===== config.mk =====
export PLATFORM = sky130hd
export DESIGN_NAME = mac_sequencer
export DESIGN_NICKNAME = d
export VERILOG_FILES = /design/src/rtl/mac_sequencer.sv
export SDC_FILE = /design/constraint.sdc
export NUM_CORES = 1
export LEC_CHECK = 0
export CAP_MARGIN = 20
export CELL_PAD_IN_SITES_DETAIL_PLACEMENT = 1
export CELL_PAD_IN_SITES_GLOBAL_PLACEMENT = 2
export CORE_MARGIN = 3
export CORE_UTILIZATION = 31
export CTS_CLUSTER_DIAMETER = 50
export DETAILED_ROUTE_END_ITERATION = 10
export PLACE_DENSITY = 0.9
export SYNTH_ARGS = -nofsm -noshare
export SYNTH_HDL_FRONTEND = slang
export SYNTH_SLANG_ARGS = --single-unit

===== constraint.sdc =====
create_clock -name clk -period 3 [get_ports clk]
set_input_delay 0.6 -clock clk [delete_from_list [all_inputs] [get_ports clk]]
set_output_delay 0.6 -clock clk [all_outputs]
set_load 0.05 [all_outputs]

===== src/rtl/mac_sequencer.sv =====
// Dot-product sequencer: feeds operand pairs to an external shift-add multiplier
// and accumulates LEN products into an ACC_W-bit sum with a sticky overflow flag.
module mac_sequencer #(
    parameter int N     = 4,
    parameter int ACC_W = 16,
    parameter int LEN   = 4
) (
    input  logic               clk,
    input  logic               rst,
    input  logic               in_valid,
    output logic               in_ready,
    input  logic [N-1:0]       in_a,
    input  logic [N-1:0]       in_b,
    output logic               mul_start,
    output logic [N-1:0]       mul_multiplier,
    output logic [N-1:0]       mul_multiplicand,
    input  logic               mul_ready,
    input  logic [2*N-1:0]     mul_product,
    output logic               out_valid,
    input  logic               out_ready,
    output logic [ACC_W-1:0]   out_sum,
    output logic               out_ovf
);

    generate
        if (ACC_W < 2 * N) begin : g_bad_acc_w
            $error("mac_sequencer: ACC_W must be at least 2*N");
        end
        if (LEN < 1) begin : g_bad_len
            $error("mac_sequencer: LEN must be at least 1");
        end
    endgenerate

    localparam int CNT_W = $clog2(LEN + 1);

    typedef enum logic [1:0] {
        IDLE   = 2'd0,
        LAUNCH = 2'd1,
        WAIT   = 2'd2,
        OUT    = 2'd3
    } state_t;

    state_t             state_reg, state_next;
    logic [ACC_W-1:0]   acc_reg, acc_next;
    logic               ovf_reg, ovf_next;
    logic [CNT_W-1:0]   cnt_reg, cnt_next;
    logic [N-1:0]       a_reg, a_next;
    logic [N-1:0]       b_reg, b_next;
    logic [ACC_W:0]     sum_wide;
    logic [CNT_W-1:0]   cnt_inc;

    // Extra top bit captures the carry out of the accumulator for the sticky flag.
    assign sum_wide = {1'b0, acc_reg} + {{(ACC_W + 1 - 2 * N){1'b0}}, mul_product};
    assign cnt_inc  = cnt_reg + CNT_W'(1);

    always_ff @(posedge clk or posedge rst) begin
        if (rst) begin
            state_reg <= IDLE;
            acc_reg   <= '0;
            ovf_reg   <= 1'b0;
            cnt_reg   <= '0;
            a_reg     <= '0;
            b_reg     <= '0;
        end else begin
            state_reg <= state_next;
            acc_reg   <= acc_next;
            ovf_reg   <= ovf_next;
            cnt_reg   <= cnt_next;
            a_reg     <= a_next;
            b_reg     <= b_next;
        end
    end

    always_comb begin
        state_next = state_reg;
        acc_next   = acc_reg;
        ovf_next   = ovf_reg;
        cnt_next   = cnt_reg;
        a_next     = a_reg;
        b_next     = b_reg;
        in_ready   = 1'b0;
        mul_start  = 1'b0;
        out_valid  = 1'b0;
        case (state_reg)
            IDLE: begin
                in_ready = 1'b1;
                if (in_valid) begin
                    a_next     = in_a;
                    b_next     = in_b;
                    state_next = LAUNCH;
                end
            end
            LAUNCH: begin
                mul_start  = 1'b1;
                state_next = WAIT;
            end
            WAIT: begin
                if (mul_ready) begin
                    acc_next   = sum_wide[ACC_W-1:0];
                    ovf_next   = ovf_reg | sum_wide[ACC_W];
                    cnt_next   = cnt_inc;
                    state_next = (cnt_inc == CNT_W'(LEN)) ? OUT : IDLE;
                end
            end
            OUT: begin
                out_valid = 1'b1;
                if (out_ready) begin
                    acc_next   = '0;
                    ovf_next   = 1'b0;
                    cnt_next   = '0;
                    state_next = IDLE;
                end
            end
            default: state_next = IDLE;
        endcase
    end

    assign mul_multiplier   = a_reg;
    assign mul_multiplicand = b_reg;
    assign out_sum          = acc_reg;
    assign out_ovf          = ovf_reg;

endmodule


==> metrics, run 1 <==
post-route ant nets 0; Clock transition at path regs 0.07 ns; Synth Area in XOR/XNOR under 10%; row count 26; static leakage a little over 0.001 uW; FF+latch area around 750 sq um; Hold WC Path Type reg -> reg; Post-synth EDFFs 0; Area growth, synth to finish 37.4%; H-Tree Depth 2; Clock Skew just under 0.006 ns; Initial DRT Pass Iterations 4; largest family of logic cells by synthesized area simple AND/OR/NAND/NOR gates; Synth Warn # 0; Die Area approximately 6500 sq um; fillers around 620; drt drc 0; Syn Inst Count approximately 180; clk sink count 30; CTS tree built; fmax approximately 0.38 GHz; start point of the worst hold path out_ovf; unrepaired setup endpoints after global routing no; Worst Hold Depth 1; fin crit period roughly 2.6 ns; vias in the first global route between 1.5k and 2k; area of the multi-input gates approximately 940 sq um; Resized cells post-CTS 0; NumNets Final 263; worst-path maximum fanout 8; sequential-to-total area share from yosys stat between 40% and 50%; cell area after layout between 2000 and 2500 sq um; Final Routed Wirelength between 4000 and 5000 um; Worst R2R Setup Slack around 0.80 ns; Mean Syn Cell Area between 9 and 10 sq um; Mapped Nets between 200 and 250; largest cells by area after synthesis dfrtp_1, ha_1, nand2_1, mux2_2, a21oi_1; status completed; Min-Delay Endpoint out_ovf; gr ovfl total 0; Worst-Margin Slew 0.659 ns; Max IR drop VDD 0.526 mV; top cell type's share of synthesized area about 43%; 1st-iter DRT viols 50; die outline width between 80 and 90 um; setup bufs post-CTS 0; top cell type by total area after synthesis dfrtp_1; most common cell after layout, fill and taps aside clkdlybuf4s50_1; Startpoint Class primary input; Synth Area in Compound Gates between 10% and 20%; layout cell share with drive strength beyond 1 about an eighth; Data arrival, critical path roughly 2.8 ns; n_diodes 0; DR vias/cell 5.04; Placed Instance Area 2290 sq um; Slew HR a little under three fifths; max reg flops 16; max-cap violations 0; Reg2Reg Capture Point out_sum[14]; post-DR wirelength/cell 14.9 um; largest net degree at the start of global routing 31; initial antenna violation count 0; I/O Pins 49; setup violators final 0; RD Place Congestion about 0.76; CP max stage cell clkdlybuf4s50_1; GRT Total Usage 14.5%; worst-case reg-to-reg path depth 8; power per cell area ~1000 nW/um^2; register bit count reported by yosys 30; post-synthesis cell area 1740 sq um; global-route wire length before repair approximately 7400 um; fin. max-slew vios 0; adder-cell area share of the yosys netlist 8.35%; Netlist cell types 41; Final Hold Fails 0; Async S/R FF share, synth 100%; slowest stage delay, CP between 0.4 and 0.5 ns; Port Buf Inserts 48; Setup crit end kind register; Final HPWL DP between 3000 and 4000 um; total number of vias about 1.5k; clk buf depth 2; Worst-Skew Late Latency 0.28 ns; Critical R2R Launch out_sum[0]; CTS Buf Count 5; # hold bufs at CTS 0; critical path cell sequence clkdlybuf4s50_1 > ha_1 > inv_1 > fa_1 > nand2b_1 > a21oi_2 > o211ai_2 > or3_1 > a21oi_1; clock root buffer clkbuf_8; Initial Utilization between 30 and 40%; Placeable Area 5270 sq um; Crit Path Class in -> reg; Synth Area in Simple Gates between 10% and 20%; Die Height 80.9 um; Synth Flop Type dfrtp_1; Setup TNS Final 0 ns; multiplexer share of the synthesized area between 6 and 7%; Critical Path RT between 3 and 4 ns; final worst-path cycle share between 80 and 90%; most frequent cells in the layout clkdlybuf4s50_1, dfrtp_1, nand2_1, a21oi_1, o21ai_0
==> logic make-up after synthesis <==
| group | Yosys count |
|---|---|
| compound gates | 42 |
| fa+ha+maj | 11 |
| flops | 30 |
| mux | 11 |
| xor+xnor | 8 |
| simple gates | 66 |
| buf+inv | 11 |
==> stage by stage <==
step,hold WS (ns),std cells,total power [uW],util (%),setup WS (ns)
floorplan,0.495,179,1650,-,0.639
global placement,0.477,294,2060,43.5,0.188
detailed placement,0.498,294,2080,43.5,0.124
CTS,0.513,302,2450,45.3,0.403
global route,0.522,302,2570,45.3,0.295
finish,0.505,302,2410,45.3,0.400
==> synth_stat cells, types with 3 or more instances <==
cell type	number
a21oi_1	14
dfrtp_1	30
ha_1	10
inv_1	6
mux2_2	8
mux2i_1	3
nand2_1	26
nand2b_1	4
nand3_1	5
nand4_1	4
nor2_1	7
nor3_1	3
o21ai_0	13
or3_1	3
xor2_1	8
==> worst max-delay path, delay by kind of cell <==
| kind | cells | cell delay [ns] |
|---|---|---|
| and+or+nand+nor | 2 | 0.59 |
| adders and majority gates | 2 | 0.58 |
| AOI/OAI and AO/OA | 3 | 0.53 |
| buffers and inverters | 2 | 0.52 |
==> final cells by class <==
type,instances,area share [%]
Multi-Input combinational cell,138,39.2
Sequential cell,30,31.4
Timing Repair Buffer,50,20.8
Tap cell,70,3.67
Clock buffer,6,3.46
Inverter,6,0.943
Clock inverter,2,0.524
==> how the worst max path moves through the flow <==
stage	from	to	slack, ns	cells after the start
after global routing	mul_product[0]	out_sum[14]	0.29	9
after global placement	mul_product[0]	out_sum[14]	0.19	9
final	mul_product[0]	out_sum[14]	0.40	9
after floorplan	out_sum[0]	out_sum[14]	0.64	8
after CTS	mul_product[0]	out_sum[14]	0.40	9
after detailed placement	mul_product[0]	out_sum[14]	0.12	9
==> layer usage <==
metal  global-route usage, %  share of wire [%]  wire (um)
met1                    17.8                 45       2040
met2                    23.7                 48       2150
met3                    4.43                5.0        224
met4                    5.57                1.9         85
met5                       0                  0          0
==> power by group <==
part / internal, uW / switching, uW / total, uW
sequential: 547 / 135 / 682
clock: 184 / 161 / 345
combinational: 513 / 873 / 1390
No activity file was read; power rests on OpenSTA's default activity.
==> run 2, diff against run 1 <==
- CORE_MARGIN: 3 -> not set
- CORE_UTILIZATION: 31 -> 28
- PLACE_DENSITY: 0.9 -> 0.83
- clock period: 3 -> 2.7 ns (I/O delays scaled with it)
==> metrics, run 2 (synthesized netlist as in run 1, its figures left out) <==
most frequent cells in the layout clkdlybuf4s50_1, dfrtp_1, nand2_1, a21oi_1, o21ai_0; H-Tree Depth 2 (unchanged); max-cap violations 0 (unchanged); unrepaired setup endpoints after global routing no; dpl ws -0.0191 ns (-0.143 ns); cell class contributing the biggest share of worst-path delay adder cells; Worst-Skew Late Latency 0.28 ns (about the same); M1 GR Usage 18.6% (+0.83 points); Worst-Margin Slew 0.535 ns (-0.125 ns); layout cell share with drive strength beyond 1 13.1% (+1.4 points); fin crit period between 2 and 2.5 ns; Crit Path Class in -> reg; Resized cells post-CTS 0 (unchanged); Setup crit end kind register; final worst-path cycle share 90.0%; power per cell area 1100 nW/um^2 (+9.1%); Post-Layout Cell Count 312 (+3.3%); Min-Delay Endpoint mul_multiplicand[2]; met3 Use GR 4.16% (-0.28 points); Startpoint Class primary input; setup bufs post-CTS 0 (unchanged); 1st-iter DRT viols 44 (-12%); Final HPWL DP 3300 um (-2.9%); most common cell after layout, fill and taps aside clkdlybuf4s50_1; n_diodes 0 (unchanged); Die Height 80.8 um (-0.11%); Comb pwr share 57.8% (+0.4 points); CTS Buf Count 5 (unchanged); RD Place Congestion 0.778 (+2.4%); initial antenna violation count 0 (unchanged); Psw 1270 uW (+8.9%); grt met2 use 24.5% (+0.76 points); Setup TNS Final 0 ns (unchanged); clk sink count 30 (unchanged); vias in the first global route 1,594 (+2.6%); final worst-path setup slack 0.271 ns (-0.129 ns); Reg2Reg Capture Point out_sum[14]; Worst Hold Depth 1 (unchanged); clock network power share 14.0% (-0.3 points); # hold bufs at CTS 0 (unchanged); GRT Total Usage 14.7% (+0.26 points); fmax a little over 0.4 GHz; Initial DRT Pass Iterations 4 (unchanged); Worst R2R Setup Slack 0.62 ns (-0.18 ns); I/O Pins 49 (unchanged); Port Buf Inserts 48 (unchanged); fillers 708 (+14%); CP max stage cell clkdlybuf4s50_1; placed insts 304 (+3.4%); Max IR drop VDD 0.624 mV (+19%); gr ovfl total 0 (unchanged); DR vias/cell 4.96 (-1.7%); row count 28 (+7.7%); switching share of power 47.6% (-0.88 points); Clock Skew 0.00752 ns (+0.00171 ns); WP depth 9 (unchanged); clk buf depth 2 (unchanged); largest net degree at the start of global routing 31 (unchanged); fin. max-slew vios 0 (unchanged); drt drc 0 (unchanged); Hold WC Path Type reg -> reg; clock root buffer clkbuf_8; part of the power in registers 28.2% (about the same); NumNets Final 268 (+1.9%); start point of the worst hold path mul_multiplicand[2]; Slew HR 63.4% (+7.6 points); critical path cell sequence clkdlybuf4s50_1 > ha_1 > inv_1 > fa_1 > nand2b_1 > a21oi_2 > o211ai_2 > or3_1 > a21oi_1; Final Routed Wirelength 4320 um (-4.0%); Area growth, synth to finish 39.7%; Clock transition at path regs 0.07 ns (about the same); post-route ant nets 0 (unchanged); total number of vias 1,546 (+1.5%); post-DR wirelength/cell 13.8 um (-7.1%); Die Area 6530 sq um (-0.22%); Critical Path RT 2.91 ns (-0.30 ns); Internal Power 1400 uW (+13%); Initial Utilization 29.2% (-3.8 points); CTS tree built; global-route wire length before repair 7400 um (+0.46%); status completed; die outline width 80.8 um (-0.11%); Top Usage Layer GRT met2; Final Hold Fails 0 (unchanged); static leakage 0.00104 uW (+2.4%); max reg flops 16 (unchanged); worst-case reg-to-reg path depth 8 (unchanged); Critical R2R Launch out_sum[0]; WP buf/inv 2 (unchanged); worst-path maximum fanout 5 (-3); Placeable Area 5960 sq um (+13%); slowest stage delay, CP 0.46 ns (about the same); hold slack 0.505 ns (-0.000534 ns); Data arrival, critical path 2.64 ns (-0.17 ns); setup violators final 0 (unchanged); Final Power 2680 uW (+11%)
-- run 2: cell types whose count changed in the layout (fill, tap and decap cells not counted) --
cell,before,now
clkbuf_1,0,1
buf_4,2,7
clkinvlp_4,1,0
-- run 2: worst max path at each step --
stage | startpoint | endpoint | slack (ns)
6_report | mul_product[0] | out_sum[14] | 0.27
5_1_grt | mul_product[0] | out_sum[10] | 0.17
4_1_cts | mul_product[0] | out_sum[14] | 0.27
3_5_place_dp | mul_product[0] | out_sum[14] | -0.02
3_3_place_gp | mul_product[0] | out_sum[14] | 0.02
2_1_floorplan | out_sum[0] | out_sum[14] | 0.34
-- run 2: metal layers --
metal  wire [um]  part of all wire (%)
met5           0                     0
met4          39                  0.90
met3         238                   5.5
met2        2070                    48
met1        1980                    46
-- run 2: metrics by stage --
stage                     cell area (sq um)  util, %
after detailed placement               2340     39.2
after global routing                   2430     40.8
final                                  2430     40.8
after CTS                              2430     40.8
after global placement                 2340     39.2
after floorplan                        1740        -
-- run 2: cell type report --
class | instances | area [sq um] | area share (%)
Clock buffer | 7 | 86.3 | 3.56
Clock inverter | 1 | 5.00 | 0.206
Inverter | 6 | 22.5 | 0.928
Multi-Input combinational cell | 138 | 936 | 38.6
Sequential cell | 30 | 751 | 30.9
Tap cell | 75 | 93.8 | 3.87
Timing Repair Buffer | 55 | 533 | 22.0
-- run 2: power groups by stage --
stage                     sequential [uW]  clock [uW]  combinational, uW
after floorplan                      1140           0                695
after global placement                761           0               1550
after detailed placement              771           0               1560
after CTS                             762         391               1570
after global routing                  788         414               1680
final                                 755         374               1550
-- run 2: worst reg2reg max path: stages, from the launching register on --
cell      delay, ns
dfrtp_1        0.37
ha_1           0.20
inv_1          0.06
fa_1           0.38
nand2b_1       0.19
a21oi_2        0.18
o211ai_2       0.14
or3_1          0.36
a21oi_1        0.14
==> run 3, diff against run 2 <==
- HOLD_SLACK_MARGIN: not set -> 0.12
- RECOVER_POWER: not set -> 50
==> metrics, run 3 (synthesized netlist as in run 1, its figures left out) <==
Setup crit end kind register; Max IR drop VDD 0.624 mV (about the same); layout cell share with drive strength beyond 1 11.0% (-2.1 points); placed insts 304 (unchanged); n_diodes 0 (unchanged); Final Routed Wirelength 4300 um (-0.44%); final worst-path cycle share 89.9% (about the same); Crit Path Class in -> reg; Initial Utilization 29.2% (unchanged); initial antenna violation count 0 (unchanged); max reg flops 16 (unchanged); unrepaired setup endpoints after global routing no; Worst-Skew Late Latency 0.28 ns (about the same); I/O Pins 49 (unchanged); Critical Path RT 2.91 ns (about the same); most common cell after layout, fill and taps aside clkdlybuf4s50_1; # hold bufs at CTS 0 (unchanged); clk buf depth 2 (unchanged); fillers 710 (+0.28%); vias in the first global route 1,594 (unchanged); critical path cell sequence clkdlybuf4s50_1 > ha_1 > inv_1 > fa_1 > nand2b_1 > a21oi_2 > o211ai_2 > or3_1 > a21oi_1; most frequent cells in the layout clkdlybuf4s50_1, dfrtp_1, nand2_1, a21oi_1, o21ai_0; DR vias/cell 4.96 (+0.13%); H-Tree Depth 2 (unchanged); fin crit period 2.43 ns (-0.000180 ns); row count 28 (unchanged); Area growth, synth to finish 38.5%; Clock Skew 0.00742 ns (-0.0000949 ns); CP max stage cell clkdlybuf4s50_1; Die Height 80.8 um (unchanged); clk sink count 30 (unchanged); Setup TNS Final 0 ns (unchanged); Post-Layout Cell Count 312 (unchanged); 1st-iter DRT viols 47 (+6.8%); fin. max-slew vios 31 (+31); RD Place Congestion 0.778 (unchanged); power per cell area 1100 nW/um^2 (+0.19%); CTS tree built; static leakage 0.00102 uW (-1.6%); slowest stage delay, CP 0.46 ns (about the same); setup violators final 0 (unchanged); cell area after layout 2410 sq um (-0.82%); FF+latch area 751 sq um (unchanged); Data arrival, critical path 2.64 ns (about the same); Final Power 2660 uW (-0.64%); fmax 0.412 GHz (about the same); status finished with violations; setup bufs post-CTS 0 (unchanged); post-DR wirelength/cell 13.8 um (-0.44%); Resized cells post-CTS 0 (unchanged); Worst-Margin Slew 1.67 ns (+1.13 ns); Placeable Area 5960 sq um (unchanged); final worst-path setup slack 0.271 ns (+0.000180 ns); largest net degree at the start of global routing 31 (unchanged); die outline width 80.8 um (unchanged); Final Hold Fails 0 (unchanged); Die Area 6530 sq um (unchanged); CTS Buf Count 5 (unchanged); worst-path maximum fanout 5 (unchanged); Placed Instance Area 2340 sq um (unchanged); Clock transition at path regs 0.07 ns (about the same); Final HPWL DP 3300 um (unchanged); total number of vias 1,548 (+0.13%); NumNets Final 268 (unchanged); Worst R2R Setup Slack 0.62 ns (about the same); Initial DRT Pass Iterations 4 (unchanged); post-route ant nets 0 (unchanged); max-cap violations 1 (+1); Startpoint Class primary input; gr ovfl total 0 (unchanged); Slew HR -11.2% (-75 points); Port Buf Inserts 48 (unchanged); dpl ws -0.0191 ns (unchanged); GRT Total Usage 14.7% (unchanged); drt drc 0 (unchanged); failing checks max-capacitance violations, max-slew violations; Hold WC Path Type reg -> reg; WP buf/inv 2 (unchanged); clock root buffer clkbuf_8; cell class contributing the biggest share of worst-path delay adder cells; global-route wire length before repair 7400 um (unchanged); area of the multi-input gates 931 sq um (-0.53%)
-- run 3: cell types whose count changed in the layout (fill, tap and decap cells not counted), sizes merged --
cell,previous run,this run
buf,7,3
clkbuf,7,11
clkdlybuf4s50,48,46
dlygate4sd3,0,2
-- run 3: final timing paths --
kind	startpoint	cells after the start	end
worst max-delay path	mul_product[0]	9	out_sum[14]
worst min-delay path	mul_multiplicand[2]	1	mul_multiplicand[2]
worst max register to register	out_sum[0]	8	out_sum[14]
worst min register to register	mul_multiplicand[2]	1	mul_multiplicand[2]
max in group asynchronous	rst	3	out_sum[0]
min in group asynchronous	rst	3	out_ovf
-- run 3: routing by layer --
metal	up-vias	GRT usage (%)	share of wire, %
met3	5	4.16	5.5
met2	31	24.5	48
met4	0	4.29	0.91
met5	-	0	0
met1	755	18.6	45
li1	757	-	-
-- run 3: where the power goes --
part	internal [uW]	switching, uW
Sequential	608	144
Combinational	578	956
Clock	205	169
Total	1390	1270
-- run 3: per-stage QoR --
stage	hold WS [ns]	util [%]
2_1_floorplan	0.495	-
3_3_place_gp	0.489	39.2
3_5_place_dp	0.495	39.2
4_1_cts	0.515	40.8
5_1_grt	0.526	40.4
6_report	0.505	40.4
-- run 3: layout make-up --
class,count,area share [%]
tap,75,3.90
timing repair buffer,55,21.5
inverter,6,0.936
clock inverter,1,0.208
sequential,30,31.2
multi-input combinational,138,38.7
clock buffer,7,3.59
